## src/rtl/puf_resp_collector.sv

```systemverilog
// PUF response collector: seeds the challenge LFSR, steps it once per word, waits
// for the PUF to settle, majority-votes NVOTE samples per bit and packs NUM_WORDS words MSB-first.
module puf_resp_collector #(
  parameter int unsigned WORD_W     = 16,
  parameter int unsigned NUM_WORDS  = 8,
  parameter int unsigned CHAL_W     = 16,
  parameter int unsigned SETTLE_CYC = 2,
  parameter int unsigned NVOTE      = 1,
  parameter int unsigned TIMEOUT    = 64
) (
  input  logic                          clk,
  input  logic                          rst_n,
  input  logic                          start,
  input  logic [CHAL_W-1:0]             challenge_seed,
  output logic [CHAL_W-1:0]             lfsr_seed,
  output logic                          lfsr_start,
  output logic                          lfsr_next,
  input  logic                          lfsr_done,
  input  logic [WORD_W-1:0]             puf_word,
  output logic [WORD_W*NUM_WORDS-1:0]   resp,
  output logic                          resp_valid,
  output logic                          busy,
  output logic                          timeout_err,
  output logic [$clog2(NUM_WORDS):0]    word_idx
);

  localparam int unsigned RESP_W = WORD_W * NUM_WORDS;
  localparam int unsigned IDX_W  = $clog2(NUM_WORDS) + 1;
  localparam int unsigned TMO_W  = $clog2(TIMEOUT);
  localparam logic [RESP_W-1:0] SLOT_MASK = RESP_W'({WORD_W{1'b1}});

  typedef enum logic [2:0] {
    IDLE, SEED, STEP, SETTLE, SAMPLE, STORE, DONE, ERR
  } state_t;

  state_t             state, state_nxt;
  logic               accept;
  logic [TMO_W-1:0]   tmo_cnt;
  logic [3:0]         phase_cnt;
  logic [2:0]         votes     [WORD_W];
  logic [2:0]         votes_inc [WORD_W];
  logic [WORD_W-1:0]  maj;
  logic [31:0]        store_sh;

  for (genvar g = 0; g < WORD_W; g++) begin : g_vote
    assign votes_inc[g] = votes[g] + 3'(puf_word[g]);
    assign maj[g]       = votes[g] > 3'(NVOTE / 2);
  end

  // Word k lands in the k-th slot from the top, so the first word ends up in the MSBs.
  always_comb begin
    store_sh = WORD_W * (NUM_WORDS - 1 - 32'(word_idx));
  end

  always_ff @(posedge clk or negedge rst_n) begin
    if (!rst_n) state <= IDLE;
    else        state <= state_nxt;
  end

  always_comb begin
    state_nxt   = state;
    accept      = 1'b0;
    lfsr_start  = 1'b0;
    lfsr_next   = 1'b0;
    busy        = 1'b0;
    resp_valid  = 1'b0;
    timeout_err = 1'b0;
    case (state)
      IDLE, DONE, ERR: begin
        resp_valid  = (state == DONE);
        timeout_err = (state == ERR);
        if (start) begin
          accept    = 1'b1;
          state_nxt = SEED;
        end
      end
      SEED: begin
        busy       = 1'b1;
        lfsr_start = 1'b1;
        // A handshake on the last counted cycle still counts as success.
        if (lfsr_done)                              state_nxt = STEP;
        else if (tmo_cnt == TMO_W'(TIMEOUT - 1))    state_nxt = ERR;
      end
      STEP: begin
        busy       = 1'b1;
        lfsr_start = 1'b1;
        lfsr_next  = 1'b1;
        state_nxt  = SETTLE;
      end
      SETTLE: begin
        busy       = 1'b1;
        lfsr_start = 1'b1;
        if (phase_cnt == 4'(SETTLE_CYC - 1)) state_nxt = SAMPLE;
      end
      SAMPLE: begin
        busy       = 1'b1;
        lfsr_start = 1'b1;
        if (phase_cnt == 4'(NVOTE - 1)) state_nxt = STORE;
      end
      STORE: begin
        busy       = 1'b1;
        lfsr_start = 1'b1;
        state_nxt  = (word_idx == IDX_W'(NUM_WORDS - 1)) ? DONE : STEP;
      end
      default: state_nxt = IDLE;
    endcase
  end

  always_ff @(posedge clk or negedge rst_n) begin
    if (!rst_n) begin
      lfsr_seed <= '0;
      resp      <= '0;
      word_idx  <= '0;
      tmo_cnt   <= '0;
      phase_cnt <= '0;
      votes     <= '{default: '0};
    end else begin
      if (accept) begin
        lfsr_seed <= challenge_seed;
        resp      <= '0;
        word_idx  <= '0;
        tmo_cnt   <= '0;
        phase_cnt <= '0;
        votes     <= '{default: '0};
      end
      case (state)
        SEED:   tmo_cnt <= tmo_cnt + 1'b1;
        SETTLE: phase_cnt <= (state_nxt == SAMPLE) ? '0 : phase_cnt + 1'b1;
        SAMPLE: begin
          phase_cnt <= (state_nxt == STORE) ? '0 : phase_cnt + 1'b1;
          votes     <= votes_inc;
        end
        STORE: begin
          resp     <= (resp & ~(SLOT_MASK << store_sh)) | (RESP_W'(maj) << store_sh);
          word_idx <= word_idx + 1'b1;
          votes    <= '{default: '0};
        end
        default: ;
      endcase
    end
  end

endmodule

```

## config.mk

```make
export PLATFORM = sky130hd
export DESIGN_NAME = puf_resp_collector
export DESIGN_NICKNAME = d
export VERILOG_FILES = /design/src/rtl/puf_resp_collector.sv
export SDC_FILE = /design/constraint.sdc
export NUM_CORES = 1
export LEC_CHECK = 0
export CAP_MARGIN = 10
export CORE_MARGIN = 2
export CORE_UTILIZATION = 45
export CTS_CLUSTER_SIZE = 20
export DETAILED_ROUTE_END_ITERATION = 12
export PLACE_DENSITY = 0.8
export SETUP_SLACK_MARGIN = 0.05
export SLEW_MARGIN = 20
export SYNTH_ARGS = -nofsm -noshare
export SYNTH_HDL_FRONTEND = slang
export SYNTH_SLANG_ARGS = --single-unit
```

## constraint.sdc

```tcl
create_clock -name clk -period 2.12 [get_ports clk]
set_clock_uncertainty 0.05 [all_clocks]
set_input_delay 0.636 -clock clk [delete_from_list [all_inputs] [get_ports clk]]
set_output_delay 0.636 -clock clk [all_outputs]
set_load 0.005 [all_outputs]
```

==> flow_summary.toml, run 1 <==
[critical_path]
reg2reg_slack_ns = 0.13
critPathKind = "flop to primary output"
crit_buf_inv = 2
rr_endpoint = "resp[92]"
crit_fanout = 3
cp-start-kind = "flop"
crit_path_end_kind = "primary output"
critPathTopFamily = "flip-flops"
critPathRequiredTime_ns = 1.43
cp_slowest_cell = "dfrtp_2"
critPathMaxStageDelay_ns = 0.44
r2r_cells = 5
rr_startpoint = "state[1]"
arrival_ns = 1.45
crit_chain = "buf_4 -> nor3_4 -> nor2_4 -> buf_2"

[clock_tree]
clkTransAtPathRegs_ns = 0.06
root_buffer = "clkbuf_16"
htreeDepth = 1
cts_tree = "built"
insertion_delay_ns = 0.50
cts_made_buffers = 22
cts.sinks = 209
clockBufferDepth = 3

[detailed_routing]
drtIter0Drc = 546
wl_per_cell_um = 19.9
drc = 0
drt-pass1-iter-count = 4
detail_route.vias_per_cell = 5.65
vias = 7170
wl_um = 25200
drtAntennaViolNets = 0

[layout]
n_fill_cell = 1412
antenna_cells = 0
drive_gt1_share_pct = 18.2
synthToLayoutAreaGrowth_pct = 42.9
seqCellArea_mm2 = 0.00524
nets = 1063
multi_input_area_mm2 = 0.00332

[floorplanning]
ios = 189
core_area_mm2 = 0.0193
die_w_um = 144
die_h_um = 144
start_util_pct = 45.6
rows = 51
dieArea_mm2 = 0.0207

[pwr]
ir_drop_v = 0.000489
powerDensity_mw_per_mm2 = 1060
leakagePower_nw = 7.40

[synthesis]
synth_flop_cell = "dfrtp_1"
netlist_top_cells_count = "209 x dfrtp_1, 81 x o2bb2ai_1, 80 x a22o_1"
syn_nets = 792
synth.most_common_cell = "dfrtp_1"
syn_inst = 719
synthMuxAreaShare_pct = 1.82
synth_xor_area_share_pct = 0.0993
synth_compound_area_share_pct = 19.3
synth_top_family_by_area = "compound AO/OA/AOI/OAI gates"
syn_area_mm2 = 0.00882
yosys.area_share.simple_pct = 10.8
synth-seq-cells = 209
async_reset_ff_share_pct = 100
yosysSeqAreaShare_pct = 59.3
synth-edff-count = 0
synth_cell_types = 52
synth_top_area_share_pct = 59.3
yosysTopAreaCell = "dfrtp_1"
synth_area_leaders = "dfrtp_1 59%, o2bb2ai_1 8.0%, a22o_1 7.9%, ha_1 5.2%, nand2_1 3.1%"
synth_area_per_cell_um2 = 12.3
synthAdderAreaFrac_pct = 5.25
ys_warn_count = 0

[global_routing]
grt_max_degree = 49
grt_pass1_wl_um = 38000
antenna_found_initial = 0
overflow = 0
grt_usage_pct = 23.4
grt_pass1_vias = 6899

[place]
portBuffers = 188
pre_cts_slack_ns = -0.235
hpwlAfterDp_um = 16600
gp_congestion = 0.853

[timing]
setup_viol = 2
fin_hold_ws_ns = 0.0459
worst_pin_slew_ns = 0.648
slew_headroom_pct = 56.5
post-route-period-util_pct = 101
setup_ws_ns = -0.0122
slew_viol_final = 0
hold_violations = 0
rsz0062_at_grt = "yes"
fin_crit_ns = 2.13
fmax_ghz = 0.469

[hold_path]
hold_class = "primary input to async pin"

[run]
maxCapViolCount = 0

[status]
violations = "negative setup slack"
status = "complete, but fails checks"
## layout by cell type, fill, tap and decap left out, types with 16 or more instances in the layout
cell type,n
dlygate4sd2_1,65
a21oi_1,24
o2bb2ai_1,81
dfrtp_1,203
buf_4,96
clkdlybuf4s50_1,51
ha_1,37
nor3_1,17
mux2i_1,16
a22o_1,80
nand2_1,74
dlymetal6s2s_1,66
clkbuf_16,22
nor2_1,43
## metrics by stage
step	area [um2]	setup TNS [ns]	power (mW)	utilization [%]	instances
CTS	12300	-0.0280	13.4	63.4	1247
global route	12600	-0.0781	14.1	65.2	1269
detailed placement	11300	-20.98	9.39	58.6	1175
floorplan	8820	0	7.20	-	719
finish	12600	-0.0208	13.4	65.2	1269
global placement	11300	-13.20	9.24	58.6	1175
## kinds of logic after synthesis
logic type      Yosys count
xor+xnor                  1
compound gates          211
mux                      16
flops                   209
buf+inv                  57
fa+ha+maj                37
simple gates            188
## report_power, final
part,switching (mW),internal (mW)
combinational,2.27,2.03
clock,1.56,2.41
sequential,0.517,4.62
## registers in the layout, indices dropped and copies added (netlist names)
name and cells:
phase_cnt 4, state 3, resp 128, word_idx 4, lfsr_seed 16, votes 48, tmo_cnt 6
## routing by layer
layer,track usage (%),part of all wire (%),up-vias
met4,8.41,3.0,0
li1,-,-,3200
met3,3.87,6.8,46
met1,33.3,43,3640
met5,0,0,-
met2,36.6,47,284
## worst max-delay path by stage
stage | startpoint | to | cells after the start
floorplan | start | votes[10] | 7
global placement | start | votes[24] | 6
detailed placement | start | resp[54] | 4
CTS | state[2] | lfsr_start | 4
global route | state[2] | lfsr_start | 4
finish | state[2] | lfsr_start | 4
## area by class of cell
class / instances / share of cell area, %
sequential: 209 / 41.6
inverter: 6 / 0.179
multi-input combinational: 453 / 26.4
tap: 265 / 2.63
timing repair buffer: 298 / 23.3
clock buffer: 30 / 4.93
clock inverter: 8 / 1.02
## timing repair
action,in CTS,in global routing
resized for setup,96,71
pin swaps,1,0
buffers inserted,34,22
endpoints found under the setup margin,82,140
hold buffers,0,0
hold endpoints to repair,0,0
No activity file was read; power rests on OpenSTA's default activity.
==> run 2, diff against run 1 <==
PLACE_DENSITY = 0.72   (was 0.8)
==> run 2 against run 1 <==
- the flow still finishes with violations (negative setup slack)
- count of clock-buffer cells in the layout grew 4
- critical path type unchanged
- maximum frequency hardly changed
- utilization shrank 0.36 points
- wire length is 4.3% lower
- sequential power about the same
- cell count unchanged
- non-clock buffer count decreased by 1
- largest power group unchanged
- first-iteration DRC count fell by 17%
- global-route usage down 0.53 points
- critical endpoint unchanged
- hold slack got worse by 0.040 ns
- critical path depth unchanged
- design area shrank 0.56%
==> flow_summary.toml, run 2 (synthesized netlist as in run 1, its figures left out) <==
[status]
violations = "negative setup slack"
status = "complete, but fails checks"

[clock_tree]
cts.sinks = 209
cts_made_buffers = 22
root_buffer = "clkbuf_16"
clkTransAtPathRegs_ns = 0.06
htreeDepth = 1
postCtsHoldBufs = 0
clockBufferDepth = 3
insertion_delay_ns = 0.50
cts_tree = "built"

[timing]
rsz0062_at_grt = "yes"
worst_pin_slew_ns = 0.575
slew_headroom_pct = 61.4
fmax_ghz = 0.469
post-route-period-util_pct = 101
slew_viol_final = 0
setup_ws_ns = -0.0126
fin_crit_ns = 2.13
setup_viol = 2
hold_violations = 0

[global_routing]
grt_pass1_vias = 6655
overflow = 0
grt_usage_pct = 22.9
antenna_found_initial = 0
grt_max_degree = 62
grt_pass1_wl_um = 37100

[pwr]
powerDensity_mw_per_mm2 = 1070
leakagePower_nw = 7.19
ir_drop_v = 0.000601

[layout]
largest_register_ffs = 128
final_cell_mix = "204 x dfrtp_1, 94 x buf_4, 81 x o2bb2ai_1"
synthToLayoutAreaGrowth_pct = 42.1
largest-register = "resp"
multi_input_area_mm2 = 0.00332
seqCellArea_mm2 = 0.00524
nets = 1062
final_common_cell = "dfrtp_1"
antenna_cells = 0
n_fill_cell = 1513
top_regs = "resp: 128 flops, votes: 48 flops, lfsr_seed: 16 flops"
final_core_util_pct = 64.8
drive_gt1_share_pct = 17.8

[floorplanning]
rows = 51
core_area_mm2 = 0.0193
die_w_um = 144
die_h_um = 144
start_util_pct = 45.6
ios = 189
dieArea_mm2 = 0.0207

[detailed_routing]
drtAntennaViolNets = 0
drc = 0
detail_route.vias_per_cell = 5.51
wl_per_cell_um = 19.0
drt-pass1-iter-count = 5
drtIter0Drc = 452
wl_um = 24200
vias = 6991

[critical_path]
cp_slowest_cell = "dfrtp_2"
cp-start-kind = "flop"
crit_fanout = 4
critPathKind = "flop to primary output"
crit_path_end_kind = "primary output"
critPathRequiredTime_ns = 1.43
r2r_cells = 7
arrival_ns = 1.45
critPathMaxStageDelay_ns = 0.43
crit_chain = "buf_6 -> nor3_4 -> nor2_2 -> buf_2"

[run]
maxCapViolCount = 0

[place]
pre_cts_slack_ns = -0.152
portBuffers = 188
gp_congestion = 0.822
hpwlAfterDp_um = 16500

[hold_path]
hold_class = "primary input to async pin"
run 2: cell types whose count changed in the layout (fill, tap and decap cells not counted), moves of 2 or more:
cell             delta
clkinv_2            -2
clkbuf_1            +5
buf_4               -2
buf_12              -3
dlymetal6s2s_1     -11
buf_6               +4
clkdlybuf4s50_1    +11
run 2: timing repair:
action,4_1_cts,5_1_grt
buffers inserted,34,20
resized for setup,100,60
setup endpoints to repair,82,96
pin swaps,2,1
run 2: power breakdown:
part / internal [mW] / switching (mW)
clock: 2.40 / 1.54
combinational: 2.09 / 2.27
sequential: 4.61 / 0.483
total: 9.11 / 4.28
run 2: layer usage:
layer  share of wire (%)  vias up  GRT usage, %
met1                  47     3547          34.9
li1                    -     3196             -
met2                  46      217          35.2
met5                   0        -             0
met3                 5.3       31          2.98
met4                 2.1        0          5.47
run 2: through the flow:
stage               instance area [um2]  std cells  power, mW   TNS, ns  hold slack, ns
floorplan                          8820        719       7.20         0           0.290
global placement                  11300       1176       9.29     -6.39           0.408
detailed placement                11300       1176       9.39     -8.12           0.413
CTS                               12200       1249       13.4  -0.00847          0.0103
global route                      12500       1269       14.1   -0.0939          0.0225
finish                            12500       1269       13.4   -0.0221         0.00631
run 2: path summary, 6_finish.rpt:
kind                               start            end  slack, ns
setup / recovery                state[1]     lfsr_start      -0.01
max in group asynchronous          rst_n   lfsr_seed[9]       1.35
min in group clk           lfsr_seed[11]  lfsr_seed[11]       0.42
hold reg to reg            lfsr_seed[11]  lfsr_seed[11]       0.42
setup reg to reg                state[0]       resp[82]       0.14
hold / removal                     rst_n      votes[21]      0.006
run 2: final cells by class:
| cell class | count | area share, % |
|---|---|---|
| Clock inverter | 5 | 0.889 |
| Multi-Input combinational cell | 453 | 26.5 |
| Sequential cell | 209 | 41.8 |
| Tap cell | 265 | 2.65 |
| Inverter | 6 | 0.180 |
| Clock buffer | 34 | 4.99 |
| Timing Repair Buffer | 297 | 23.0 |
run 2: worst max-delay path, delay by kind of cell (launching register included):
family	cells	cell delay, ns
flops	1	0.43
simple gates	2	0.27
buf+inv	2	0.27
